$ cat src/rtl/fifo_ctrl_pkg.sv
// Shared definitions for the FIFO write-side controllers: FSM state encoding and
// a width helper.
package fifo_ctrl_pkg;

  typedef enum logic [1:0] {
    ST_RUN   = 2'd0,
    ST_FLUSH = 2'd1,
    ST_DONE  = 2'd2
  } fifo_ctrl_state_t;

  // Returns the number of bits needed to index n items. The result is at least 1.
  function automatic int clog2(input int n);
    int r;
    r = 0;
    while ((1 << r) < n) r++;
    return (r < 1) ? 1 : r;
  endfunction

endpackage

$ cat src/rtl/fifo_wr_arbiter_rr_pick.sv
// Rotating priority encoder. It returns the first set request at or after ptr,
// wrapping at NREQ.
module rr_pick
  import fifo_ctrl_pkg::*;
#(
  parameter int NREQ  = 4,
  parameter int IDX_W = clog2(NREQ)
) (
  input  logic [NREQ-1:0]  req,
  input  logic [IDX_W-1:0] ptr,
  output logic             found,
  output logic [IDX_W-1:0] idx
);

  logic [IDX_W:0]   sum;
  logic [IDX_W-1:0] cand;

  always_comb begin
    found = 1'b0;
    idx   = '0;
    sum   = '0;
    cand  = '0;
    for (int k = 0; k < NREQ; k++) begin
      // ptr is always below NREQ, so a single subtraction wraps the sum back into range.
      sum = {1'b0, ptr} + (IDX_W+1)'(k);
      if (sum >= (IDX_W+1)'(NREQ)) sum = sum - (IDX_W+1)'(NREQ);
      cand = sum[IDX_W-1:0];
      if (!found && req[cand]) begin
        found = 1'b1;
        idx   = cand;
      end
    end
  end

endmodule

$ cat src/rtl/fifo_wr_arbiter.sv
// Round-robin arbiter for the FIFO1 write port, with a flush sequencer that drives the FIFO clear.
//  state    | meaning
//  ST_RUN   | arbitrate producers onto ENQ, accept flush requests
//  ST_FLUSH | hold fifo_clr for FLUSH_CYCLES cycles, block writes
//  ST_DONE  | one-cycle completion pulse, rotation pointer restarts at 0
module fifo_wr_arbiter
  import fifo_ctrl_pkg::*;
#(
  parameter int NREQ         = 4,
  parameter int WIDTH        = 8,
  parameter int FLUSH_CYCLES = 2,
  parameter int CNT_W        = 16
) (
  input  logic                     clk,
  input  logic                     rst,
  input  logic [NREQ-1:0]          req_valid,
  input  logic [NREQ*WIDTH-1:0]    req_data,
  output logic [NREQ-1:0]          req_ready,
  input  logic                     flush_req,
  output logic                     flush_done,
  input  logic                     fifo_full,
  output logic [WIDTH-1:0]         fifo_d_in,
  output logic                     fifo_enq,
  output logic                     fifo_clr,
  output logic [clog2(NREQ)-1:0]   grant_id,
  output logic                     busy,
  output logic [CNT_W-1:0]         enq_count
);

  localparam int IDX_W = clog2(NREQ);
  localparam int FC_W  = clog2(FLUSH_CYCLES + 1);

  fifo_ctrl_state_t state_q, state_d;
  logic [FC_W-1:0]  flush_cnt_q, flush_cnt_d;
  logic [IDX_W-1:0] rr_ptr_q, rr_ptr_d;
  logic [CNT_W-1:0] enq_count_q;

  logic             pick_found;
  logic [IDX_W-1:0] pick_idx;

  rr_pick #(
    .NREQ  (NREQ),
    .IDX_W (IDX_W)
  ) u_rr_pick (
    .req   (req_valid),
    .ptr   (rr_ptr_q),
    .found (pick_found),
    .idx   (pick_idx)
  );

  always_ff @(posedge clk) begin
    if (rst) begin
      state_q     <= ST_RUN;
      flush_cnt_q <= '0;
      rr_ptr_q    <= '0;
      enq_count_q <= '0;
    end else begin
      state_q     <= state_d;
      flush_cnt_q <= flush_cnt_d;
      rr_ptr_q    <= rr_ptr_d;
      if (fifo_enq) enq_count_q <= enq_count_q + CNT_W'(1);
    end
  end

  always_comb begin
    state_d     = state_q;
    flush_cnt_d = flush_cnt_q;
    rr_ptr_d    = rr_ptr_q;
    fifo_enq    = 1'b0;
    fifo_clr    = 1'b0;
    flush_done  = 1'b0;
    busy        = 1'b0;
    unique case (state_q)
      ST_RUN: begin
        // A flush request takes priority over a grant that is ready in the same cycle.
        fifo_enq = pick_found && !fifo_full && !flush_req;
        if (flush_req) begin
          state_d     = ST_FLUSH;
          flush_cnt_d = FC_W'(FLUSH_CYCLES - 1);
        end else if (fifo_enq) begin
          rr_ptr_d = (pick_idx == IDX_W'(NREQ - 1)) ? '0 : pick_idx + IDX_W'(1);
        end
      end
      ST_FLUSH: begin
        fifo_clr = 1'b1;
        busy     = 1'b1;
        if (flush_cnt_q == '0) state_d = ST_DONE;
        else                   flush_cnt_d = flush_cnt_q - FC_W'(1);
      end
      ST_DONE: begin
        flush_done = 1'b1;
        busy       = 1'b1;
        rr_ptr_d   = '0;
        state_d    = ST_RUN;
      end
      default: state_d = ST_RUN;
    endcase
  end

  // The data mux returns zero when no write happens, so the FIFO input never sees X.
  always_comb begin
    req_ready = '0;
    fifo_d_in = '0;
    grant_id  = '0;
    if (fifo_enq) grant_id = pick_idx;
    for (int i = 0; i < NREQ; i++) begin
      if (fifo_enq && pick_idx == IDX_W'(i)) begin
        req_ready[i] = 1'b1;
        fifo_d_in    = req_data[i*WIDTH +: WIDTH];
      end
    end
  end

  assign enq_count = enq_count_q;

endmodule

$ cat config.mk
export PLATFORM = sky130hd
export DESIGN_NAME = fifo_wr_arbiter
export DESIGN_NICKNAME = d
export VERILOG_FILES = /design/src/rtl/fifo_ctrl_pkg.sv /design/src/rtl/fifo_wr_arbiter_rr_pick.sv /design/src/rtl/fifo_wr_arbiter.sv
export SDC_FILE = /design/constraint.sdc
export NUM_CORES = 1
export LEC_CHECK = 0
export BUFFER_PORTS_ARGS = -buffer_cell sky130_fd_sc_hd__buf_2
export CAP_MARGIN = 20
export CORE_MARGIN = 5
export CORE_UTILIZATION = 42
export DETAILED_ROUTE_END_ITERATION = 8
export GPL_TIMING_DRIVEN = 0
export PLACE_DENSITY_LB_ADDON = 0.3
export RECOVER_POWER = 100
export SYNTH_ARGS = -nofsm -noshare
export SYNTH_HDL_FRONTEND = slang
export SYNTH_SLANG_ARGS = --single-unit
$ cat constraint.sdc
create_clock -name clk -period 2.7 [get_ports clk]
set_input_delay 0.54 -clock clk [delete_from_list [all_inputs] [get_ports clk]]
set_output_delay 0.54 -clock clk [all_outputs]
set_load 0.01 [all_outputs]
## Word-level counts from Yosys, hierarchy flattened

Cells that the tools add are included.

- Word-level logic and storage cells: 97
- Output and inout port bits: 34
- Input bits: 40
- Register bits: 22

- Mux-type cells: 42
- Add/subtract/negate cells: 10
- Order comparisons: 8
- Reductions and logical operators: 23
- Eq/ne operators: 10

Operator list:

| operator | number |
|---|---|
| 2-to-1 mux 8 bit | 4 |
| 2-to-1 mux 2 bit | 15 |
| adder 16 x 1 -> 16 bit, second input constant | 1 |
| 2-to-1 mux 1 bit | 16 |
| less-than comparator 2 x 3 -> 1 bit, second input constant | 4 |
| case mux 2 bit (2 select lines) | 3 |
| inequality test 2 bit, second input constant | 5 |
| subtractor 2 x 1 -> 2 bit, second input constant | 5 |
| greater-or-equal comparator 3 bit, second input constant | 3 |
| logical AND 1 bit | 9 |
| binary-select mux 1 bit (select 2 bit) | 4 |
| adder 2 x 2 -> 3 bit, second input constant | 2 |
| equality test 2 bit, second input constant | 3 |
| zero test 2 bit | 3 |
| AND reduction 3 bit | 2 |
| zero test 1 bit | 5 |
| equality test 2 x 1 -> 1 bit, second input constant | 2 |
| nonzero test 2 bit | 2 |
| adder 2 x 1 -> 3 bit, second input constant | 1 |
| greater-or-equal comparator 2 x 3 -> 1 bit, second input constant | 1 |
| adder 2 x 1 -> 2 bit, second input constant | 1 |
| AND reduction 2 bit | 1 |
| OR reduction 2 bit | 1 |

## Depth between registers and ports, before layout

- Depth after elaboration: 22
- Depth in mapped cells: 11
- Depth with buffers taken out: 9

## By module

From an unflattened synthesis, not the netlist that was laid out.

- Cells, all modules: 197
- Area, all modules: 1521.5 um^2

Modules (own cells, without submodules):

| module | area an instance (um^2) | cells each | seq. area each (um^2) | times used |
|---|---|---|---|---|
| fifo_wr_arbiter | 1443.9 | 182 | 440.4 | 1 |
| rr_pick | 77.6 | 15 | 0.0 | 1 |

## Worst setup path after synthesis

Ideal clock, no wire load.

- Kind: input -> output
- From: input req_valid[0]
- To: output fifo_d_in[6]
- Buffers on the path: 3
- Data required time: 2.160 ns
- Arrival: 2.336 ns
- Cell stages on the path: 10
- Slack: -0.176 ns
- Cells stage by stage: or4_1 -> clkbuf_1 -> nand2_1 -> ha_1 -> clkbuf_1 -> clkbuf_1 -> a21oi_1 -> o21ai_0 -> a22oi_1 -> nor2_1

- Cells in the longest elaborated chain, start to end: 20
- Elaborated cells between the ends (all ways): 37
- Classes of those cells: eq/ne (3); mux (21); reduce/logical (13)

RTL lines:

| what | RTL line | RTL |
|---|---|---|
| from (decl) | fifo_wr_arbiter.sv:16 | `input logic [NREQ-1:0] req_valid,` |
| binary-select mux 1 bit (select 2 bit) | fifo_wr_arbiter_rr_pick.sv:28 | `if (!found && req[cand]) begin` |
| 2-to-1 mux 1 bit (not written as such) | fifo_wr_arbiter_rr_pick.sv:28 |  |
| 2-to-1 mux 1 bit | fifo_wr_arbiter_rr_pick.sv:28 |  |
| zero test 1 bit | fifo_wr_arbiter_rr_pick.sv:28 |  |
| logical AND 1 bit | fifo_wr_arbiter_rr_pick.sv:28 |  |
| 2-to-1 mux 1 bit | fifo_wr_arbiter_rr_pick.sv:28 |  |
| zero test 1 bit | fifo_wr_arbiter_rr_pick.sv:28 |  |
| logical AND 1 bit | fifo_wr_arbiter_rr_pick.sv:28 |  |
| 2-to-1 mux 1 bit | fifo_wr_arbiter_rr_pick.sv:28 |  |
| zero test 1 bit | fifo_wr_arbiter_rr_pick.sv:28 |  |
| logical AND 1 bit | fifo_wr_arbiter_rr_pick.sv:28 |  |
| 2-to-1 mux 1 bit | fifo_wr_arbiter_rr_pick.sv:28 |  |
| logical AND 1 bit (2 in a row) | fifo_wr_arbiter.sv:76 | `fifo_enq = pick_found && !fifo_full && !flush_req;` |
| 2-to-1 mux 1 bit | fifo_wr_arbiter.sv:73 | `unique case (state_q)` |
| logical AND 1 bit | fifo_wr_arbiter.sv:107 | `if (fifo_enq && pick_idx == IDX_W'(i)) begin` |
| 2-to-1 mux 8 bit (3 in a row) | fifo_wr_arbiter.sv:107 |  |
| 2-to-1 mux 8 bit (*) | fifo_wr_arbiter.sv:107 |  |
| to (decl) | fifo_wr_arbiter.sv:22 | `output logic [WIDTH-1:0] fifo_d_in,` |

Every way passes the cells marked *; elsewhere a longest branch is shown, timed or not. The select of a mux whose other input is x is not followed.

## Worst setup path after layout

- From: input req_valid[3]
- To: output fifo_d_in[2]

Same word-level chain as after synthesis.

==> Flow_metrics.wiki <==
{| class="wikitable"
! Metric !! Value
|-
| Status || finished with violations
|-
| Violated checks || negative setup slack
|-
| Actual slew at the worst max-slew pin || roughly 0.44 ns
|-
| Power share of the combinational group || a little under three fifths
|-
| Top post-synthesis cells by count || sky130_fd_sc_hd__a21oi_1 (33), sky130_fd_sc_hd__dfxtp_1 (22), sky130_fd_sc_hd__nor2_1 (21)
|-
| Final Critical Period || 2.79 ns
|-
| Mean cell area of the mapped netlist || just over 7 um^2
|-
| Biggest cell delay along the critical path || around 0.35 ns
|-
| Area grow syn2layout || 51.7%
|-
| WP buf/inv || 5
|-
| Clock Sinks || 22
|-
| Fin crit share || 103%
|-
| Worst path required time || about 2.2 ns
|-
| Worst slack after detailed placement || -0.519 ns
|-
| H-tree levels || 1
|-
| Initial DRC count || between 80 and 90
|-
| Final #Nets || approximately 360
|-
| Count of inserted antenna diode cells || 0
|-
| Number of fill cells in the layout || between 300 and 400
|-
| Dominant cell by count in the synthesized netlist || sky130_fd_sc_hd__a21oi_1
|-
| Psw || 540 uW
|-
| Seq cells post-synth || 22
|-
| Worst vdd ir || 0.509 mV
|-
| Part of the total power dissipated in the clock network || 16.9%
|-
| Number of enable-type register cells in the synthesized netlist || 0
|-
| Io pins || 74
|-
| Mapped Area || between 1500 and 2000 um^2
|-
| RSZ-0062 raised after global routing || yes
|-
| Hold buffer count at CTS || 0
|-
| Hold path startpoint || enq_count[15]$_SDFFE_PP0P_
|-
| Cell with the largest stage delay on the worst path || sky130_fd_sc_hd__a221o_1
|-
| Share of final-layout standard cells stronger than drive strength 1 || 33.5%
|-
| Depth of the worst register-to-register path || 9
|-
| Last weighted congestion value of the routability-driven placer || approximately 0.83
|-
| Reg-to-reg setup timing slack || ~0.08 ns
|-
| Number of vias per cell after detailed routing || 5.41
|-
| Number of vias after detailed routing || between 1500 and 2000
|-
| Cell Chain, Critical Path || buf_4 -> inv_2 -> a22o_4 -> a221o_1 -> nor2_4 -> buf_6 -> ha_4 -> buf_4 -> a21oi_1 -> a22oi_1 -> nor2_1 -> buf_2
|-
| Buffer cell driving the clock tree root || sky130_fd_sc_hd__clkbuf_8
|-
| Maximum buffer depth of the clock tree || 2
|-
| Sort of element at the start of the critical path || primary input
|-
| Routed Antenna Nets || 0
|-
| First-pass iteration count of the detailed router || 4
|-
| Type of the worst setup path || in2out
|-
| Final hold slack || about 0.49 ns
|-
| Clk pin slew, worst setup/hold paths || around 0.080 ns
|-
| Overall die area || between 5000 and 6000 um^2
|-
| Fraction of power spent switching nets || roughly two fifths
|-
| Critical Path Fanout Max || 9
|-
| Placed cell area || 2020 um^2
|-
| Static Leak || roughly 0.0010 uW
|-
| Cell type with the highest aggregate area in the netlist || sky130_fd_sc_hd__dfxtp_1
|-
| Accumulated negative setup slack || -0.518 ns
|-
| GR Overflow Total || 0
|-
| Reg2reg start || state_q[1]$_SDFFE_PP0P_
|-
| YS warnings || 0
|-
| Tightest Hold Check Type || reg2reg
|-
| Area of the multi-input gates || about 1200 um^2
|-
| CTS buffer count || 3
|-
| Clock latency on the worst-skew pair || between 0.2 and 0.3 ns
|-
| Sequential share of power || about 28%
|-
| Primary FF master, synth || sky130_fd_sc_hd__dfxtp_1
|-
| Max-cap violation count || 0
|-
| Std-Cell Rows || 22
|-
| Critical Path Sink Type || output port
|-
| Start point of the critical path || req_valid[3]
|-
| Vertical extent of the die || 71.6 um
|-
| Initial antenna violation count || 0
|-
| Arrival time reported for the critical path endpoint || approximately 2.3 ns
|-
| Pint || ~850 uW
|-
| Normalized max-slew margin || a little over two thirds
|-
| CTS tree || done
|-
| Cell count after synthesis || about 220
|-
| Synth Net Count || about 270
|-
| DIE WIDTH || 71.6 um
|-
| Setup-violating endpoint count in the final report || 11
|-
| Global-route wire length before repair || ~7600 um
|-
| Area inside the core boundary || between 3000 and 4000 um^2
|-
| Proportion of synthesized chip area in sequential cells || roughly 28%
|-
| Synth async-reset ratio || 0%
|-
| Hpwl dp || between 3000 and 4000 um
|-
| Skew final || roughly 0.0022 ns
|-
| Timing endpoint of the critical path || fifo_d_in[2]
|-
| Final Hold Vio Count || 0
|-
| WL/cell || between 10 and 15 um
|-
| Port-buffer cells || 73
|-
| Reg area || ~450 um^2
|-
| Post-route cell area || ~2400 um^2
|-
| Starting utilization of the core area || a little over two fifths
|-
| Number of logic stages on the critical path including buffering || 12
|-
| Residual DRC count || 0
|-
| Number of global-route vias before repair || 1748
|-
| Cell seen most often among critical-path stages || sky130_fd_sc_hd__buf_4
|-
| Layout Utilization || 66.0%
|-
| Fin worst setup slack || -0.0941 ns
|-
| P per Cell Area || 576 nW/um^2
|-
| Gate family responsible for the most delay along the worst path || compound AO/OA/AOI/OAI gates
|-
| Terminus of the critical flop-to-flop path || enq_count[13]$_SDFFE_PP0P_
|-
| Total global routing track utilization || between 10% and 20%
|-
| Achievable frequency || roughly 360 MHz
|-
| Total count of max-transition violations in the final report || 0
|-
| Largest net degree at the start of global routing || 13
|-
| Detailed Route WL || roughly 5200 um
|-
| Cell variety after synth || 39
|-
| Top cells by area, synth || sky130_fd_sc_hd__dfxtp_1 (28%), sky130_fd_sc_hd__a21oi_1 (10%), sky130_fd_sc_hd__ha_1 (7.9%)
|-
| Proportion of netlist area held by the largest area contributor || 27.7%
|}
==> power by group through the flow <==
stage	logic, uW	registers (uW)	clock network, uW
floorplan	404	387	0
global placement	551	389	0
detailed placement	559	390	0
CTS	655	384	245
global route	846	394	263
finish	768	388	234
==> worst min path at each step <==
stage                     slack [ns]  cells past startpoint                          to
after global routing            0.52                      2  enq_count[15]$_SDFFE_PP0P_
final                           0.49                      2  enq_count[15]$_SDFFE_PP0P_
after detailed placement        0.47                      2  enq_count[15]$_SDFFE_PP0P_
after CTS                       0.48                      2  enq_count[15]$_SDFFE_PP0P_
after floorplan                 0.49                      2     state_q[0]$_SDFFE_PP0P_
after global placement          0.46                      2  enq_count[15]$_SDFFE_PP0P_
==> layout by cell type (no fill, tap or decap), types with 2 or more instances in the layout <==
| cell type | instances |
|---|---|
| sky130_fd_sc_hd__a21oi_1 | 25 |
| sky130_fd_sc_hd__a21oi_2 | 7 |
| sky130_fd_sc_hd__a22oi_1 | 7 |
| sky130_fd_sc_hd__and3_1 | 5 |
| sky130_fd_sc_hd__buf_2 | 50 |
| sky130_fd_sc_hd__buf_4 | 10 |
| sky130_fd_sc_hd__buf_6 | 7 |
| sky130_fd_sc_hd__clkbuf_1 | 27 |
| sky130_fd_sc_hd__clkbuf_16 | 2 |
| sky130_fd_sc_hd__clkbuf_8 | 5 |
| sky130_fd_sc_hd__dfxtp_1 | 20 |
| sky130_fd_sc_hd__ha_1 | 6 |
| sky130_fd_sc_hd__ha_4 | 4 |
| sky130_fd_sc_hd__inv_1 | 16 |
| sky130_fd_sc_hd__inv_2 | 3 |
| sky130_fd_sc_hd__nand2_1 | 18 |
| sky130_fd_sc_hd__nand2b_1 | 4 |
| sky130_fd_sc_hd__nand3_1 | 5 |
| sky130_fd_sc_hd__nand4_1 | 4 |
| sky130_fd_sc_hd__nor2_1 | 20 |
| sky130_fd_sc_hd__nor3_1 | 2 |
| sky130_fd_sc_hd__o21ai_0 | 6 |
| sky130_fd_sc_hd__o21ai_1 | 7 |
| sky130_fd_sc_hd__o31ai_1 | 5 |
| sky130_fd_sc_hd__or2_2 | 2 |
| sky130_fd_sc_hd__or3_1 | 4 |
| sky130_fd_sc_hd__or4_1 | 7 |
| sky130_fd_sc_hd__xnor2_1 | 2 |
| sky130_fd_sc_hd__xor2_1 | 4 |
==> through the flow <==
step | power (uW) | instances
floorplan | 791 | 223
global placement | 940 | 344
detailed placement | 950 | 344
CTS | 1280 | 353
global route | 1500 | 361
finish | 1390 | 361
==> layout make-up <==
type | count | area share, %
multi-input combinational | 168 | 49.1
sequential | 22 | 18.4
inverter | 19 | 2.95
clock buffer | 4 | 2.28
tap | 48 | 2.49
timing repair buffer | 91 | 21.5
buffer | 9 | 3.21
==> layer usage <==
| layer | wire length (um) | global-route usage (%) |
|---|---|---|
| met1 | 2110 | 21.8 |
| met5 | 0 | 0 |
| met2 | 2710 | 32.1 |
| met3 | 239 | 4.07 |
| met4 | 100 | 4.38 |
==> kinds of logic (layout without fill, tap and decap cells) <==
logic type | Yosys count | after routing | synth area share, %
xor+xnor | 6 | 6 | 3.30
compound gates | 68 | 68 | 25.3
flops | 22 | 22 | 27.7
fa+ha+maj | 10 | 10 | 7.86
buf+inv | 33 | 123 | 7.94
mux | 1 | 1 | 0.629
simple gates | 83 | 83 | 27.3
==> state kept, by name, summed over array words and instances, names as in the netlist <==
register	flops
enq_count	16
flush_cnt_q	2
rr_ptr_q	2
state_q	2
==> worst min-delay path, cell delays in order (launching register included) <==
cell                      delay (ns)
sky130_fd_sc_hd__dfxtp_1        0.32
sky130_fd_sc_hd__o31ai_1        0.07
sky130_fd_sc_hd__a21oi_1        0.06
==> timing repair <==
item / CTS / global route
endpoints found under the setup margin: 14 / 13
pin swaps: 11 / 16
endpoints found under the hold margin: 0 / 0
buffers inserted: 7 / 8
resized for setup: 39 / 31
gates cloned: 1 / 2
No activity file was read; power rests on OpenSTA's default activity.
